$ cat src/rtl/pipe_pkg.sv
// Shared pipeline definitions: control-word layout, register-destination
// encodings and the return-address register number.
package pipe_pkg;

  localparam int CTRL_W = 14;

  // Control word, MSB first:
  // regdst[1:0] regwr memrd memwr memtoreg[1:0] alusrc uses_rt aluop[4:0]
  localparam int CTRL_REGDST_LSB   = 12;
  localparam int CTRL_REGWR        = 11;
  localparam int CTRL_MEMRD        = 10;
  localparam int CTRL_MEMWR        = 9;
  localparam int CTRL_MEMTOREG_LSB = 7;
  localparam int CTRL_ALUSRC       = 6;
  localparam int CTRL_USES_RT      = 5;
  localparam int CTRL_ALUOP_LSB    = 0;

  localparam logic [1:0] REGDST_RT   = 2'b00;
  localparam logic [1:0] REGDST_RD   = 2'b01;
  localparam logic [1:0] REGDST_RA   = 2'b10;
  localparam logic [1:0] REGDST_ZERO = 2'b11;

  localparam logic [4:0] REG_RA = 5'd31;

  // Destination register an instruction will write; 0 when it does not write.
  function automatic logic [4:0] dest_reg(input logic [CTRL_W-1:0] ctrl,
                                          input logic [4:0] rt,
                                          input logic [4:0] rd);
    logic [4:0] sel;
    case (ctrl[CTRL_REGDST_LSB +: 2])
      REGDST_RT: sel = rt;
      REGDST_RD: sel = rd;
      REGDST_RA: sel = REG_RA;
      default:   sel = 5'd0;
    endcase
    return ctrl[CTRL_REGWR] ? sel : 5'd0;
  endfunction

endpackage

$ cat src/rtl/idex_stage_hazard_detect.sv
// Combinational load-use detector: a load in EX whose destination is a
// source of the instruction currently in ID.
module hazard_detect
  import pipe_pkg::*;
(
  input  logic       ex_valid,
  input  logic       ex_memrd,
  input  logic [4:0] ex_wreg,
  input  logic [4:0] id_rs,
  input  logic [4:0] id_rt,
  input  logic       id_uses_rt,
  output logic       hazard
);

  logic rs_match;
  logic rt_match;

  assign rs_match = (ex_wreg == id_rs);
  assign rt_match = id_uses_rt & (ex_wreg == id_rt);
  assign hazard   = ex_valid & ex_memrd & (ex_wreg != 5'd0) & (rs_match | rt_match);

endmodule

$ cat src/rtl/idex_stage.sv
// ID/EX pipeline register with bubble insertion and a saturating bubble count.
// Define IDEX_LOAD_USE_DETECT_EN to enable load-use stall detection.
module idex_stage
  import pipe_pkg::*;
(
  input  logic              clk,
  input  logic              reset,
  input  logic [4:0]        id_rs,
  input  logic [4:0]        id_rt,
  input  logic [4:0]        id_rd,
  input  logic [31:0]       id_rs_data,
  input  logic [31:0]       id_rt_data,
  input  logic [31:0]       id_imm,
  input  logic [31:0]       id_pc4,
  input  logic [CTRL_W-1:0] id_ctrl,
  input  logic              stall_in,
  input  logic              flush_in,
  output logic [4:0]        ex_rs,
  output logic [4:0]        ex_rt,
  output logic [4:0]        ex_wreg,
  output logic [31:0]       ex_rs_data,
  output logic [31:0]       ex_rt_data,
  output logic [31:0]       ex_imm,
  output logic [31:0]       ex_pc4,
  output logic [CTRL_W-1:0] ex_ctrl,
  output logic              ex_valid,
  output logic              hazard_stall,
  output logic [15:0]       bubble_cnt
);

`ifdef IDEX_LOAD_USE_DETECT_EN
  hazard_detect u_hazard_detect (
    .ex_valid   (ex_valid),
    .ex_memrd   (ex_ctrl[CTRL_MEMRD]),
    .ex_wreg    (ex_wreg),
    .id_rs      (id_rs),
    .id_rt      (id_rt),
    .id_uses_rt (id_ctrl[CTRL_USES_RT]),
    .hazard     (hazard_stall)
  );
`else
  assign hazard_stall = 1'b0;
`endif

  logic insert_bubble;
  assign insert_bubble = flush_in | hazard_stall;

  // stall_in outranks any bubble request; a held flush must be re-asserted.
  always_ff @(posedge clk) begin
    if (reset) begin
      ex_rs      <= '0;
      ex_rt      <= '0;
      ex_wreg    <= '0;
      ex_rs_data <= '0;
      ex_rt_data <= '0;
      ex_imm     <= '0;
      ex_pc4     <= '0;
      ex_ctrl    <= '0;
      ex_valid   <= 1'b0;
      bubble_cnt <= '0;
    end else if (!stall_in) begin
      if (insert_bubble) begin
        // Data fields deliberately keep their last values on a bubble.
        ex_rs    <= '0;
        ex_rt    <= '0;
        ex_wreg  <= '0;
        ex_ctrl  <= '0;
        ex_valid <= 1'b0;
        if (bubble_cnt != 16'hFFFF) bubble_cnt <= bubble_cnt + 16'd1;
      end else begin
        ex_rs      <= id_rs;
        ex_rt      <= id_rt;
        ex_wreg    <= dest_reg(id_ctrl, id_rt, id_rd);
        ex_rs_data <= id_rs_data;
        ex_rt_data <= id_rt_data;
        ex_imm     <= id_imm;
        ex_pc4     <= id_pc4;
        ex_ctrl    <= id_ctrl;
        ex_valid   <= 1'b1;
      end
    end
  end

endmodule

$ cat config.mk
export PLATFORM = sky130hd
export DESIGN_NAME = idex_stage
export DESIGN_NICKNAME = d
export VERILOG_FILES = /design/src/rtl/pipe_pkg.sv /design/src/rtl/idex_stage_hazard_detect.sv /design/src/rtl/idex_stage.sv
export SDC_FILE = /design/constraint.sdc
export NUM_CORES = 1
export LEC_CHECK = 0
export BUFFER_PORTS_ARGS = -buffer_cell sky130_fd_sc_hd__buf_2
export CORE_UTILIZATION = 25
export CTS_CLUSTER_DIAMETER = 120
export DETAILED_ROUTE_END_ITERATION = 8
export GPL_TIMING_DRIVEN = 0
export SYNTH_ARGS = -nofsm -noshare
export SYNTH_HDL_FRONTEND = slang
export SYNTH_SLANG_ARGS = --single-unit
export TNS_END_PERCENT = 1
$ cat constraint.sdc
create_clock -name clk -period 1.8 [get_ports clk]
set_input_delay 0.27 -clock clk [delete_from_list [all_inputs] [get_ports clk]]
set_output_delay 0.27 -clock clk [all_outputs]
set_load 0.01 [all_outputs]
==> results <==
- The remaining antenna violation count is 0.
- The horizontal extent of the die is 161.1 um.
- Once detailed placement completed, the half-perimeter wirelength came to 16.08 mm.
- The post-synthesis async set-or-reset flop share is 0%.
- For this run, design rule violations remaining after detail routing come to 0.
- The total area of multi-input combinational cells is 2574 um2.
- The number of flops mapped to enable cells by yosys is 0.
- The register cell area after layout is 3483 um2.
- In this run the static leakage power is 4.125 nW.
- The signal on the critical path passes through ha_1 -> nand3_2 -> nor4_4 -> buf_6 -> nor3b_1 -> o21ba_1.
- The transition at the pin with the smallest max-transition slack is roughly 0.65 ns.
- The synthesized netlist contains 47 unique library cells.
- In this run the tool buffered the top-level ports with 332 buffer cells.
- The TritonCTS clock tree is built.
- The worst setup path category is flop to flop.
- The number of antenna violations at the first check in global routing came to 1.
- VDD sags by at most 0.0004347 V.
- The initial utilization of the core area, before any placement, comes to 25.72%.
- For this run, the leading register cell type out of synthesis is sky130_fd_sc_hd__dfxtp_1.
- The first global-routing pass estimated 32.68 mm of wire.
- The number of sinks driven by the clock tree is 174.
- The routed via count is 6,534.
- The cell with the largest stage delay on the worst path is sky130_fd_sc_hd__dfxtp_1.
- For this block, the initial DRC count from the detailed router was between 400 and 500.
- The worst clock skew on the final layout is just under 0.008 ns.
- Global routing used 15.97% of the available tracks across all layers.
- The cell sitting at the root of the clock tree is a sky130_fd_sc_hd__clkbuf_16.
- The number of vias per cell after detailed routing is 4.469.
- The cell count after placement is 1,429.
- The flow ran to the end, and the final reports show no timing, DRC or antenna violations.
- The vertical extent of the die is 161.1 um.
- The final critical path time including I/O delays and setup is 1.648 ns.
- Counting along the longest clock path gives a buffer depth of 2.
- The max-slew violation count is 0.
- The power density of the placed cells is 960.4 nW/um2.
- The critical path arrival is 1.96 ns.
- The number of global-route vias before repair is 6,155.
- Counting flops and latches in the post-synthesis netlist gives 174.
- The post-CTS clock slew at the launch and capture registers of the worst setup and hold paths is ~0.07 ns.
- The floorplan has 57 rows.
- The number of setup violations in the final report is 0.
- The final routed wirelength across all metal layers is about 21 mm.
- TritonCTS created 17 clock buffers.
- The worst setup path is launched from a flop.
- Along the worst path, the maximum fanout reaches 10.
- The worst setup path is captured at a flop.
- The pin count of the biggest net entering global routing is 17.
- The die area is ~26,000 um2.
- The final weighted congestion of routability-driven global placement is 0.8002.
- Measured against its own limit, the worst slew margin works out to 56.44%.
- The detail-routed net length per standard cell is 14.55 um.
- The detailed-routing iteration count for the pre-antenna-repair pass is 5.
- Summed over all layers, the global routing overflow is 0.
- In the final design database the tool counted approximately 1,300 nets.
- The floorplan step defined a core boundary enclosing approximately 25,000 um2.
- The post-route netlist has 34.48% of its cells at a drive strength greater than 1.
- roughly 340 I/O pins were placed.
- The final non-filler cell total is 1,462.
- The number of max-cap violations is 0.
- The clock latency of the later-clocked register in the worst-skew pair is roughly 0.41 ns.
- Dividing the final minimum period by the clock period gives 91.54%.
- The classification of the worst-slack hold path is input port to flop.
- Relative to the synthesized area, the layout overhead comes to 42.11%.
- The fmax is 606.9 MHz.
- The netlist area before placement is 6329 um2.
- The required time of the worst setup path is 2.12 ns.
- The layout filler cell count is 2,614.
- Synthesis produced 773 cells.
- The number of nets produced by synthesis is 935.
- The number of hold buffers added after cts is 0.
- The number of levels in the clock H-tree is 4.
- The total count of hold-check failures in the final report is 0.
- Yosys printed 0 warnings.
- The final instance area is between 8000 and 9000 um2.
- On the worst path, the slowest cell contributes a delay of ~0.43 ns.
- The placed instances occupy a cell area of roughly 8400 um2.
- The mean instance size in the synthesized netlist is between 8 and 9 um2.
- Setup repair after global routing left no endpoint under its margin.
- Summing the sequential cell areas from Yosys gives 55.04% of the chip area.
==> Yosys cell counts (2+ instances only) <==
master                       n  area [um2]
sky130_fd_sc_hd__or3_1       4       25.02
sky130_fd_sc_hd__or4_1       4       30.03
sky130_fd_sc_hd__buf_2      13       65.06
sky130_fd_sc_hd__o31ai_1     5       37.54
sky130_fd_sc_hd__dfxtp_1   174        3483
sky130_fd_sc_hd__nand2_1   260       975.9
sky130_fd_sc_hd__nor2_1     32       120.1
sky130_fd_sc_hd__and3_1      2       12.51
sky130_fd_sc_hd__clkbuf_1   39       146.4
sky130_fd_sc_hd__nand2b_1    4       25.02
sky130_fd_sc_hd__o21a_1      2       15.01
sky130_fd_sc_hd__nand3_1     3       15.01
sky130_fd_sc_hd__nor3b_1     2       15.01
sky130_fd_sc_hd__o21ai_0     5       25.02
sky130_fd_sc_hd__inv_1       6       22.52
sky130_fd_sc_hd__a22oi_1    25       187.7
sky130_fd_sc_hd__and4_1      2       17.52
sky130_fd_sc_hd__nor3_1      8       40.04
sky130_fd_sc_hd__a31o_2      3       26.28
sky130_fd_sc_hd__a21oi_1   145       725.7
sky130_fd_sc_hd__nor4_1      2       12.51
sky130_fd_sc_hd__o311ai_0    2       17.52
sky130_fd_sc_hd__nand4_1     6       37.54
sky130_fd_sc_hd__buf_1       2       7.510
==> timing repair <==
| action | CTS | global route |
|---|---|---|
| gates resized for setup | 0 | 2 |
| endpoints found under the setup margin | 2 | 4 |
| setup buffers | 0 | 0 |
| pin swaps | 1 | 0 |
==> metrics by stage <==
step	utilization (%)	hold WS [ns]	power [mW]	setup WS [ns]	TNS [ns]
finish	36.55	0.08245	8.638	0.1524	0
global route	36.55	0.07036	9.041	0.04785	0
CTS	36.50	0.06002	8.785	0.03616	0
detailed placement	34.12	0.4430	5.079	-0.05150	-0.8416
global placement	34.12	0.4387	5.069	-0.06397	-1.819
floorplan	-	0.4060	4.597	0.1565	0
==> final timing paths <==
path / start / to / slack, ns / depth (start not counted)
min reg2reg: ex_pc4[3]$_SDFFE_PP0P_ / ex_pc4[3]$_SDFFE_PP0P_ / 0.45 / 2
min: id_pc4[29] / ex_pc4[29]$_SDFFE_PP0P_ / 0.08 / 3
max reg2reg: bubble_cnt[0]$_SDFFE_PP0P_ / bubble_cnt[1]$_SDFFE_PP0P_ / 0.15 / 6
max: bubble_cnt[0]$_SDFFE_PP0P_ / bubble_cnt[1]$_SDFFE_PP0P_ / 0.15 / 6
==> worst max-delay path, delay by kind of cell (launching register included) <==
kind	cells	cell delay [ns]
compound gates	1	0.19
flops	1	0.43
fa+ha+maj	1	0.27
simple gates	3	0.48
buf+inv	1	0.19
==> final cells by class <==
| class | instances | area share [%] |
|---|---|---|
| well taps | 324 | 4.508 |
| diodes | 1 | 0.02782 |
| repair buffers | 332 | 18.48 |
| plain buffers | 58 | 2.894 |
| multi-input cells | 535 | 28.62 |
| clock buffers | 19 | 5.036 |
| flip-flops and latches | 174 | 38.73 |
| inverters | 6 | 0.2504 |
| clock inverters | 13 | 1.461 |
==> where the power goes <==
group / switching, mW / internal [mW] / total, mW
sequential: 0.0789 / 4.01 / 4.09
combinational: 0.525 / 0.370 / 0.895
clock: 1.64 / 2.01 / 3.66
total: 2.25 / 6.39 / 8.64
==> per-layer routing <==
| metal | wire length, um | global-route usage (%) |
|---|---|---|
| met5 | 0 | 0 |
| met2 | 10170 | 27.14 |
| met3 | 1388 | 4.135 |
| met1 | 9329 | 19.54 |
| met4 | 384 | 5.317 |
==> sequential cells by signal, summed over array words and instances (netlist names) <==
signal / count
ex_rt: 5
ex_pc4: 32
ex_ctrl: 14
ex_valid: 1
ex_rs: 5
ex_rs_data: 32
ex_imm: 32
ex_wreg: 5
ex_rt_data: 32
bubble_cnt: 16
==> cell usage in the layout, fill, tap and decap left out, types with 3 or more instances in the layout <==
cell,n
sky130_fd_sc_hd__buf_2,345
sky130_fd_sc_hd__nand2_1,260
sky130_fd_sc_hd__dfxtp_1,174
sky130_fd_sc_hd__a21oi_1,145
sky130_fd_sc_hd__clkbuf_1,39
sky130_fd_sc_hd__nor2_1,32
sky130_fd_sc_hd__a22oi_1,25
sky130_fd_sc_hd__clkbuf_16,17
sky130_fd_sc_hd__nor3_1,8
sky130_fd_sc_hd__inv_1,6
sky130_fd_sc_hd__nand4_1,6
sky130_fd_sc_hd__o21ai_0,5
sky130_fd_sc_hd__o31ai_1,5
sky130_fd_sc_hd__or3_1,4
sky130_fd_sc_hd__or4_1,4
sky130_fd_sc_hd__nand2b_1,4
sky130_fd_sc_hd__clkinv_4,4
sky130_fd_sc_hd__clkinvlp_4,4
sky130_fd_sc_hd__clkbuf_8,3
sky130_fd_sc_hd__a31o_2,3
==> cells by family after synthesis <==
logic type                 Yosys count  share of synthesized area [%]
and+or+nand+nor                    340                          23.09
DFF                                174                          55.04
adders and majority gates            1                         0.1977
buffers and inverters               64                          4.468
other                                1                        0.05926
xor gates and xnor gates             1                         0.1384
AOI/OAI and AO/OA                  192                          17.00
Power figures use the tool's default switching activity.
